$ cat config.mk
export PLATFORM = sky130hd
export DESIGN_NAME = efx_ram_arbiter_flat
export DESIGN_NICKNAME = d
export VERILOG_FILES = /design/src/rtl/efx_ram_arbiter_pkg.sv /design/src/rtl/efx_ram_arbiter_if.sv /design/src/rtl/efx_rr_arb2.sv /design/src/rtl/efx_ram_arbiter.sv /design/src/flat_wrapper.sv
export SDC_FILE = /design/constraint.sdc
export NUM_CORES = 1
export LEC_CHECK = 0
export BUFFER_PORTS_ARGS = -buffer_cell sky130_fd_sc_hd__buf_2
export CAP_MARGIN = 30
export CELL_PAD_IN_SITES_DETAIL_PLACEMENT = 1
export CELL_PAD_IN_SITES_GLOBAL_PLACEMENT = 1
export CORE_MARGIN = 1.5
export CORE_UTILIZATION = 24
export DETAILED_ROUTE_END_ITERATION = 10
export GPL_TIMING_DRIVEN = 0
export PLACE_DENSITY = 0.92
export SYNTH_ARGS = -nofsm -noshare
export SYNTH_HDL_FRONTEND = slang
export SYNTH_SLANG_ARGS = --single-unit
$ cat constraint.sdc
create_clock -name CLK -period 4.3 [get_ports CLK]
set_input_delay 0.86 -clock CLK [delete_from_list [all_inputs] [get_ports CLK]]
set_output_delay 0.86 -clock CLK [all_outputs]
set_load 0.01 [all_outputs]
$ cat src/rtl/efx_ram_arbiter_pkg.sv
// Shared widths, FSM state and read-owner encoding for the RAM arbiter.
package efx_ram_arbiter_pkg;

  localparam int ADDR_W = 8;
  localparam int DATA_W = 16;
  localparam int DEPTH  = 256;

  // Arbiter top-level state: CLEAR zeroes the RAM, RUN serves requesters.
  typedef enum logic {
    CLEAR = 1'b0,
    RUN   = 1'b1
  } state_t;

  // Which requester owns a granted access.
  typedef enum logic {
    OWN_A = 1'b0,
    OWN_B = 1'b1
  } owner_t;

endpackage

$ cat src/rtl/efx_ram_arbiter_if.sv
// Requester and RAM-primitive signals of the arbiter.
// Handshake: a requester holds REQ/WE/ADDR/WDATA until it sees GNT high in
// the same cycle; GNT is combinational, so REQ & GNT at a rising edge means
// the access was taken. Reads return RDATA qualified by a one-cycle RVALID.
interface efx_ram_arbiter_if;
  import efx_ram_arbiter_pkg::*;

  logic              A_REQ,    B_REQ;
  logic              A_WE,     B_WE;
  logic [ADDR_W-1:0] A_ADDR,   B_ADDR;
  logic [DATA_W-1:0] A_WDATA,  B_WDATA;
  logic              A_GNT,    B_GNT;
  logic              A_RVALID, B_RVALID;
  logic [DATA_W-1:0] A_RDATA,  B_RDATA;

  logic [ADDR_W-1:0] RAM_WADDR;
  logic [DATA_W-1:0] RAM_WDATA;
  logic              RAM_WE;
  logic              RAM_WCLKE;
  logic [ADDR_W-1:0] RAM_RADDR;
  logic              RAM_RE;
  logic [DATA_W-1:0] RAM_RDATA;

  // Arbiter side.
  modport slave (
    input  A_REQ, B_REQ, A_WE, B_WE, A_ADDR, B_ADDR, A_WDATA, B_WDATA,
    output A_GNT, B_GNT, A_RVALID, B_RVALID, A_RDATA, B_RDATA,
    output RAM_WADDR, RAM_WDATA, RAM_WE, RAM_WCLKE, RAM_RADDR, RAM_RE,
    input  RAM_RDATA
  );

  // Requesters plus RAM primitive side.
  modport master (
    output A_REQ, B_REQ, A_WE, B_WE, A_ADDR, B_ADDR, A_WDATA, B_WDATA,
    input  A_GNT, B_GNT, A_RVALID, B_RVALID, A_RDATA, B_RDATA,
    input  RAM_WADDR, RAM_WDATA, RAM_WE, RAM_WCLKE, RAM_RADDR, RAM_RE,
    output RAM_RDATA
  );
endinterface

$ cat src/rtl/efx_rr_arb2.sv
// Two-input round-robin arbiter. A lone request is always granted; on
// contention the requester not granted last time wins. The pointer only
// moves on a grant and resets to "B last" so A wins the first contention.
module efx_rr_arb2
  import efx_ram_arbiter_pkg::*;
(
  input  logic clk_i,
  input  logic rst_i,
  input  logic req_a_i,
  input  logic req_b_i,
  output logic gnt_a_o,
  output logic gnt_b_o
);

  owner_t last_q;

  // Grant decision from the requests and the last-winner pointer.
  always_comb begin
    gnt_a_o = req_a_i & (~req_b_i | (last_q == OWN_B));
    gnt_b_o = req_b_i & (~req_a_i | (last_q == OWN_A));
  end

  // Remember the most recent winner.
  always_ff @(posedge clk_i) begin
    if (rst_i) begin
      last_q <= OWN_B;
    end else if (gnt_a_o) begin
      last_q <= OWN_A;
    end else if (gnt_b_o) begin
      last_q <= OWN_B;
    end
  end

endmodule

$ cat src/rtl/efx_ram_arbiter.sv
// Two-requester arbiter in front of a 256x16 RAM with independent write and
// read ports. Optionally zeroes the RAM after reset, then grants at most one
// write and one read per cycle, each port round-robin on contention.
module efx_ram_arbiter
  import efx_ram_arbiter_pkg::*;
#(
  parameter int READ_LAT       = 1,
  parameter bit CLEAR_ON_RESET = 1'b1
) (
  input  logic               CLK,
  input  logic               SR,
  efx_ram_arbiter_if.slave   bus,
  output logic               BUSY,
  output state_t             dbg_state_o
);

  state_t            state_q;
  logic [ADDR_W-1:0] cnt_q;
  logic              run_en;
  logic              clearing;
  logic              a_wgnt, b_wgnt, a_rgnt, b_rgnt;
  logic [READ_LAT-1:0] vld_q;
  owner_t            own_q [READ_LAT];

  assign run_en   = (state_q == RUN) & ~SR;
  assign clearing = (state_q == CLEAR) & ~SR;

  efx_rr_arb2 u_warb (
    .clk_i   (CLK),
    .rst_i   (SR),
    .req_a_i (bus.A_REQ & bus.A_WE & run_en),
    .req_b_i (bus.B_REQ & bus.B_WE & run_en),
    .gnt_a_o (a_wgnt),
    .gnt_b_o (b_wgnt)
  );

  efx_rr_arb2 u_rarb (
    .clk_i   (CLK),
    .rst_i   (SR),
    .req_a_i (bus.A_REQ & ~bus.A_WE & run_en),
    .req_b_i (bus.B_REQ & ~bus.B_WE & run_en),
    .gnt_a_o (a_rgnt),
    .gnt_b_o (b_rgnt)
  );

  // Control FSM: walk the clear counter through every address, then serve.
  always_ff @(posedge CLK) begin
    if (SR) begin
      state_q <= CLEAR_ON_RESET ? CLEAR : RUN;
      cnt_q   <= '0;
    end else begin
      case (state_q)
        CLEAR: begin
          cnt_q <= cnt_q + 8'd1;
          if (cnt_q == 8'hFF) begin
            state_q <= RUN;
          end
        end
        default: begin
          state_q <= RUN;
        end
      endcase
    end
  end

  // Read tag pipeline: tracks which requester owns each in-flight read so
  // its RVALID fires exactly READ_LAT cycles after the grant.
  always_ff @(posedge CLK) begin
    if (SR) begin
      vld_q <= '0;
      for (int i = 0; i < READ_LAT; i++) begin
        own_q[i] <= OWN_A;
      end
    end else begin
      vld_q[0] <= a_rgnt | b_rgnt;
      own_q[0] <= b_rgnt ? OWN_B : OWN_A;
      for (int i = 1; i < READ_LAT; i++) begin
        vld_q[i] <= vld_q[i-1];
        own_q[i] <= own_q[i-1];
      end
    end
  end

  // Write port: clear sequence owns it in CLEAR, the write winner in RUN.
  always_comb begin
    bus.RAM_WE    = clearing | a_wgnt | b_wgnt;
    bus.RAM_WCLKE = clearing | a_wgnt | b_wgnt;
    if (clearing) begin
      bus.RAM_WADDR = cnt_q;
      bus.RAM_WDATA = '0;
    end else if (b_wgnt) begin
      bus.RAM_WADDR = bus.B_ADDR;
      bus.RAM_WDATA = bus.B_WDATA;
    end else begin
      bus.RAM_WADDR = bus.A_ADDR;
      bus.RAM_WDATA = bus.A_WDATA;
    end
  end

  // Read port, grants, returned data and status.
  always_comb begin
    bus.RAM_RE    = a_rgnt | b_rgnt;
    bus.RAM_RADDR = b_rgnt ? bus.B_ADDR : bus.A_ADDR;
    bus.A_GNT     = a_wgnt | a_rgnt;
    bus.B_GNT     = b_wgnt | b_rgnt;
    bus.A_RDATA   = bus.RAM_RDATA;
    bus.B_RDATA   = bus.RAM_RDATA;
    bus.A_RVALID  = vld_q[READ_LAT-1] & (own_q[READ_LAT-1] == OWN_A) & ~SR;
    bus.B_RVALID  = vld_q[READ_LAT-1] & (own_q[READ_LAT-1] == OWN_B) & ~SR;
    BUSY          = SR ? CLEAR_ON_RESET : (state_q == CLEAR);
    dbg_state_o   = state_q;
  end

endmodule

$ cat src/flat_wrapper.sv
// flat-port wrapper written by rule: the top's interface ports become plain ports
module efx_ram_arbiter_flat import efx_ram_arbiter_pkg::*;
#(
  parameter int READ_LAT       = 1,
  parameter bit CLEAR_ON_RESET = 1'b1
)
  (CLK, SR, BUSY, dbg_state_o, bus_A_REQ, bus_B_REQ, bus_A_WE, bus_B_WE, bus_A_ADDR, bus_B_ADDR, bus_A_WDATA, bus_B_WDATA, bus_A_GNT, bus_B_GNT, bus_A_RVALID, bus_B_RVALID, bus_A_RDATA, bus_B_RDATA, bus_RAM_WADDR, bus_RAM_WDATA, bus_RAM_WE, bus_RAM_WCLKE, bus_RAM_RADDR, bus_RAM_RE, bus_RAM_RDATA);
  efx_ram_arbiter_if bus_i ();
  input  logic CLK;
  input  logic SR;
  output logic BUSY;
  output state_t dbg_state_o;
  input wire logic [$bits(bus_i.A_REQ)-1:0] bus_A_REQ;
  input wire logic [$bits(bus_i.B_REQ)-1:0] bus_B_REQ;
  input wire logic [$bits(bus_i.A_WE)-1:0] bus_A_WE;
  input wire logic [$bits(bus_i.B_WE)-1:0] bus_B_WE;
  input wire logic [$bits(bus_i.A_ADDR)-1:0] bus_A_ADDR;
  input wire logic [$bits(bus_i.B_ADDR)-1:0] bus_B_ADDR;
  input wire logic [$bits(bus_i.A_WDATA)-1:0] bus_A_WDATA;
  input wire logic [$bits(bus_i.B_WDATA)-1:0] bus_B_WDATA;
  output wire logic [$bits(bus_i.A_GNT)-1:0] bus_A_GNT;
  output wire logic [$bits(bus_i.B_GNT)-1:0] bus_B_GNT;
  output wire logic [$bits(bus_i.A_RVALID)-1:0] bus_A_RVALID;
  output wire logic [$bits(bus_i.B_RVALID)-1:0] bus_B_RVALID;
  output wire logic [$bits(bus_i.A_RDATA)-1:0] bus_A_RDATA;
  output wire logic [$bits(bus_i.B_RDATA)-1:0] bus_B_RDATA;
  output wire logic [$bits(bus_i.RAM_WADDR)-1:0] bus_RAM_WADDR;
  output wire logic [$bits(bus_i.RAM_WDATA)-1:0] bus_RAM_WDATA;
  output wire logic [$bits(bus_i.RAM_WE)-1:0] bus_RAM_WE;
  output wire logic [$bits(bus_i.RAM_WCLKE)-1:0] bus_RAM_WCLKE;
  output wire logic [$bits(bus_i.RAM_RADDR)-1:0] bus_RAM_RADDR;
  output wire logic [$bits(bus_i.RAM_RE)-1:0] bus_RAM_RE;
  input wire logic [$bits(bus_i.RAM_RDATA)-1:0] bus_RAM_RDATA;
  assign bus_i.A_REQ = bus_A_REQ;
  assign bus_i.B_REQ = bus_B_REQ;
  assign bus_i.A_WE = bus_A_WE;
  assign bus_i.B_WE = bus_B_WE;
  assign bus_i.A_ADDR = bus_A_ADDR;
  assign bus_i.B_ADDR = bus_B_ADDR;
  assign bus_i.A_WDATA = bus_A_WDATA;
  assign bus_i.B_WDATA = bus_B_WDATA;
  assign bus_A_GNT = bus_i.A_GNT;
  assign bus_B_GNT = bus_i.B_GNT;
  assign bus_A_RVALID = bus_i.A_RVALID;
  assign bus_B_RVALID = bus_i.B_RVALID;
  assign bus_A_RDATA = bus_i.A_RDATA;
  assign bus_B_RDATA = bus_i.B_RDATA;
  assign bus_RAM_WADDR = bus_i.RAM_WADDR;
  assign bus_RAM_WDATA = bus_i.RAM_WDATA;
  assign bus_RAM_WE = bus_i.RAM_WE;
  assign bus_RAM_WCLKE = bus_i.RAM_WCLKE;
  assign bus_RAM_RADDR = bus_i.RAM_RADDR;
  assign bus_RAM_RE = bus_i.RAM_RE;
  assign bus_i.RAM_RDATA = bus_RAM_RDATA;
  efx_ram_arbiter #(.READ_LAT(READ_LAT), .CLEAR_ON_RESET(CLEAR_ON_RESET)) u_core (.CLK(CLK), .SR(SR), .bus(bus_i), .BUSY(BUSY), .dbg_state_o(dbg_state_o));
endmodule
==> flow_summary.yaml <==
finish:
  layoutNonFillerInstCount: 411
  syn2layout_area_growth_pct: 53.1
  fillCellCount: 795
  drive_gt1_share_pct: 54.8
  antenna_cells: 0
  final_cell_mix: "buf_2 (133), buf_4 (34), o21ai_0 (29)"
  nets: 408
  final_common_cell: "buf_2"
die:
  core_area_um2: 5850
  fp-row-count: 28
  ios: 143
  fp.dieW_um: 80.5
  start_util_pct: 24.7
  die_h_um: 80.5
  die_area_um2: 6490
global_routing:
  grt_max_degree: 11
  grt_pass1_vias: 2009
  grt_pass1_wl_mm: 9.16
  grt_usage_pct: 18.0
  grt-ovfl-total: 0
  antenna_found_initial: 0
pwr:
  peakVddDrop_v: 0.0000774
  leakage_nw: 1.10
  power_density_nw_per_um2: 176
routing:
  post-route-drc-count: 0
  drt_iter0_drc: 72
  drtPass1Iterations: 4
  vias: 2024
  avgRoutedWirePerCell_um: 14.8
  drtAntennaViolNets: 0
  drt-vias-per-instance: 4.92
  wl_mm: 6.08
critical_path:
  cp-start-kind: "primary input"
  max_stage_delay_ps: 410
  crit_slowest_cell: "a21oi_4"
  crit_fanout: 10
  critical_path_class: "in2out"
  worstPathCellList: "buf_2 > nand4bb_1 > a21oi_4 > mux2_2 > buf_2"
  critPathCaptureType: "primary output"
  regToRegSetupSlack_ps: 2860
  cp.required_ps: 3440
  crit_top_cell: "buf_2"
  worstPathArrival_ps: 2290
sta:
  finalMaxSlewViolations: 0
  timing.final.crit_share_pct: 73.2
  period_minus_slack_ps: 3150
  worst_pin_slew_ps: 483
  setup-tns-final_ps: 0
  finalSetupViolCount: 0
  finalClockSkew_ps: 4.33
  fmax_mhz: 318
  rsz0062_at_grt: "false"
  finalHoldViolCount: 0
  slew_headroom_pct: 67.7
clock_network:
  post_cts_buffers: 0
  htree_levels: 1
  clkTransAtPathRegs_ps: 60
  post_cts_resized: 0
  numCtsBuffers: 3
  ctsRootBufferMaster: "clkbuf_8"
  holdBufCountCts: 0
  insertion_delay_ps: 250
  clock_sinks: 13
  cts_tree: "done"
  cts_max_path_buffers: 2
yosys:
  syn_area_um2: 1440
  yosysWarnings: 0
  synth-seq-area-share_pct: 18.0
  synthCells: 207
  netlist-cell-type-count: 36
  syn-num-nets: 278
  avgSynthCellArea_um2: 6.97
  synth_seq_cells: 13
min_path:
  worst_hold_path_type: "reg2reg"
placement:
  dp.cells: 407
  post-dp-hpwl_mm: 4.90
  port_buffers: 125
  place_congestion: 0.813
run_status:
  status: "finished, final reports clean"
job:
  maxCapViolCount: 0
[cells by family after synthesis]
logic type	Yosys count	synth area share (%)
AOI/OAI and AO/OA	63	24.5
buffers and inverters	51	22.9
xor gates and xnor gates	4	2.43
and+or+nand+nor	66	24.4
adders and majority gates	1	0.867
muxes	9	6.94
DFF	13	18.0
[metal layers]
layer | vias up | GRT usage (%) | wire length, µm
met3 | 15 | 3.41 | 434
met2 | 102 | 33.2 | 3040
met1 | 938 | 20.1 | 2450
li1 | 969 | - | -
met4 | 0 | 7.41 | 157
met5 | - | 0 | 0
[sequential cells by signal, summed over array words and instances, names as in the netlist]
| register | cells |
|---|---|
| u_core.cnt_q | 8 |
| u_core.dbg_state_o | 1 |
| u_core.vld_q | 1 |
| u_core.own_q | 1 |
| u_core.u_warb.last_q | 1 |
| u_core.u_rarb.last_q | 1 |
[where the power goes]
part,switching (mW),internal (mW)
Clock,0.0499,0.0642
Combinational,0.0727,0.0756
Sequential,0.00346,0.123
[synth_stat cells]
master     instances  area, µm²
and4bb_2           1       12.5
nor3b_1            1       7.51
o21a_1             1       7.51
o211ai_1           2       15.0
nor3_1             1       5.00
nand4_1            1       6.26
a31oi_1            8       50.1
o31ai_1            1       7.51
xor2_1             3       26.3
and4b_1            1       10.0
buf_2              8       40.0
a211oi_1           1       7.51
mux2i_1            1       10.0
a21oi_1           19       95.1
ha_1               1       12.5
and3_1             2       12.5
or2_2              2       12.5
nand4bb_1          1       11.3
nand2_1            4       15.0
nand3b_1           1       7.51
clkbuf_1           6       22.5
a21oi_4            1       16.3
o21ai_0           29        145
mux2_2             8       90.1
xnor2_1            1       8.76
inv_1              2       7.51
dfxtp_1           13        260
nand4b_1           3       26.3
or4_1              1       7.51
nor2b_1            1       6.26
nor2_1            17       63.8
or3_1              2       12.5
clkbuf_2           1       5.00
buf_4             34        255
o2bb2ai_1          1       8.76
nand3_1           27        135
[final cells by class]
type	instances	area (µm²)	share of cell area (%)
flip-flops and latches	13	260	11.8
multi-input cells	143	852	38.6
inverters	2	7.51	0.340
clock buffers	3	41.3	1.87
well taps	75	93.8	4.25
plain buffers	49	323	14.6
repair buffers	125	626	28.3
clock inverters	1	5.00	0.227
[worst paths after layout]
| check | from | end | cells after the start |
|---|---|---|---|
| setup / recovery | SR | bus_RAM_RADDR[1] | 5 |
| hold / removal | u_core.cnt_q[6] | u_core.cnt_q[6] | 2 |
| setup reg to reg | u_core.dbg_state_o | u_core.u_warb.last_q | 5 |
| hold reg to reg | u_core.cnt_q[6] | u_core.cnt_q[6] | 2 |
[worst max-delay path, delay by kind of cell]
| kind | cells | cell delay (ps) |
|---|---|---|
| AND/OR/NAND/NOR | 1 | 340 |
| AO/OA/AOI/OAI | 1 | 410 |
| multiplexers | 1 | 390 |
| buffers and inverters | 2 | 280 |
[through the flow]
step	utilization (%)	hold WS (ps)	setup slack, ps	power, mW	cell area, µm²
2_1_floorplan	-	467	1560	0.207	1440
3_3_place_gp	37.0	482	1140	0.273	2160
3_5_place_dp	37.0	500	1140	0.277	2160
4_1_cts	37.7	507	1130	0.390	2210
5_1_grt	37.7	541	1040	0.410	2210
6_report	37.7	510	1150	0.389	2210
No activity file was read; power rests on OpenSTA's default activity.
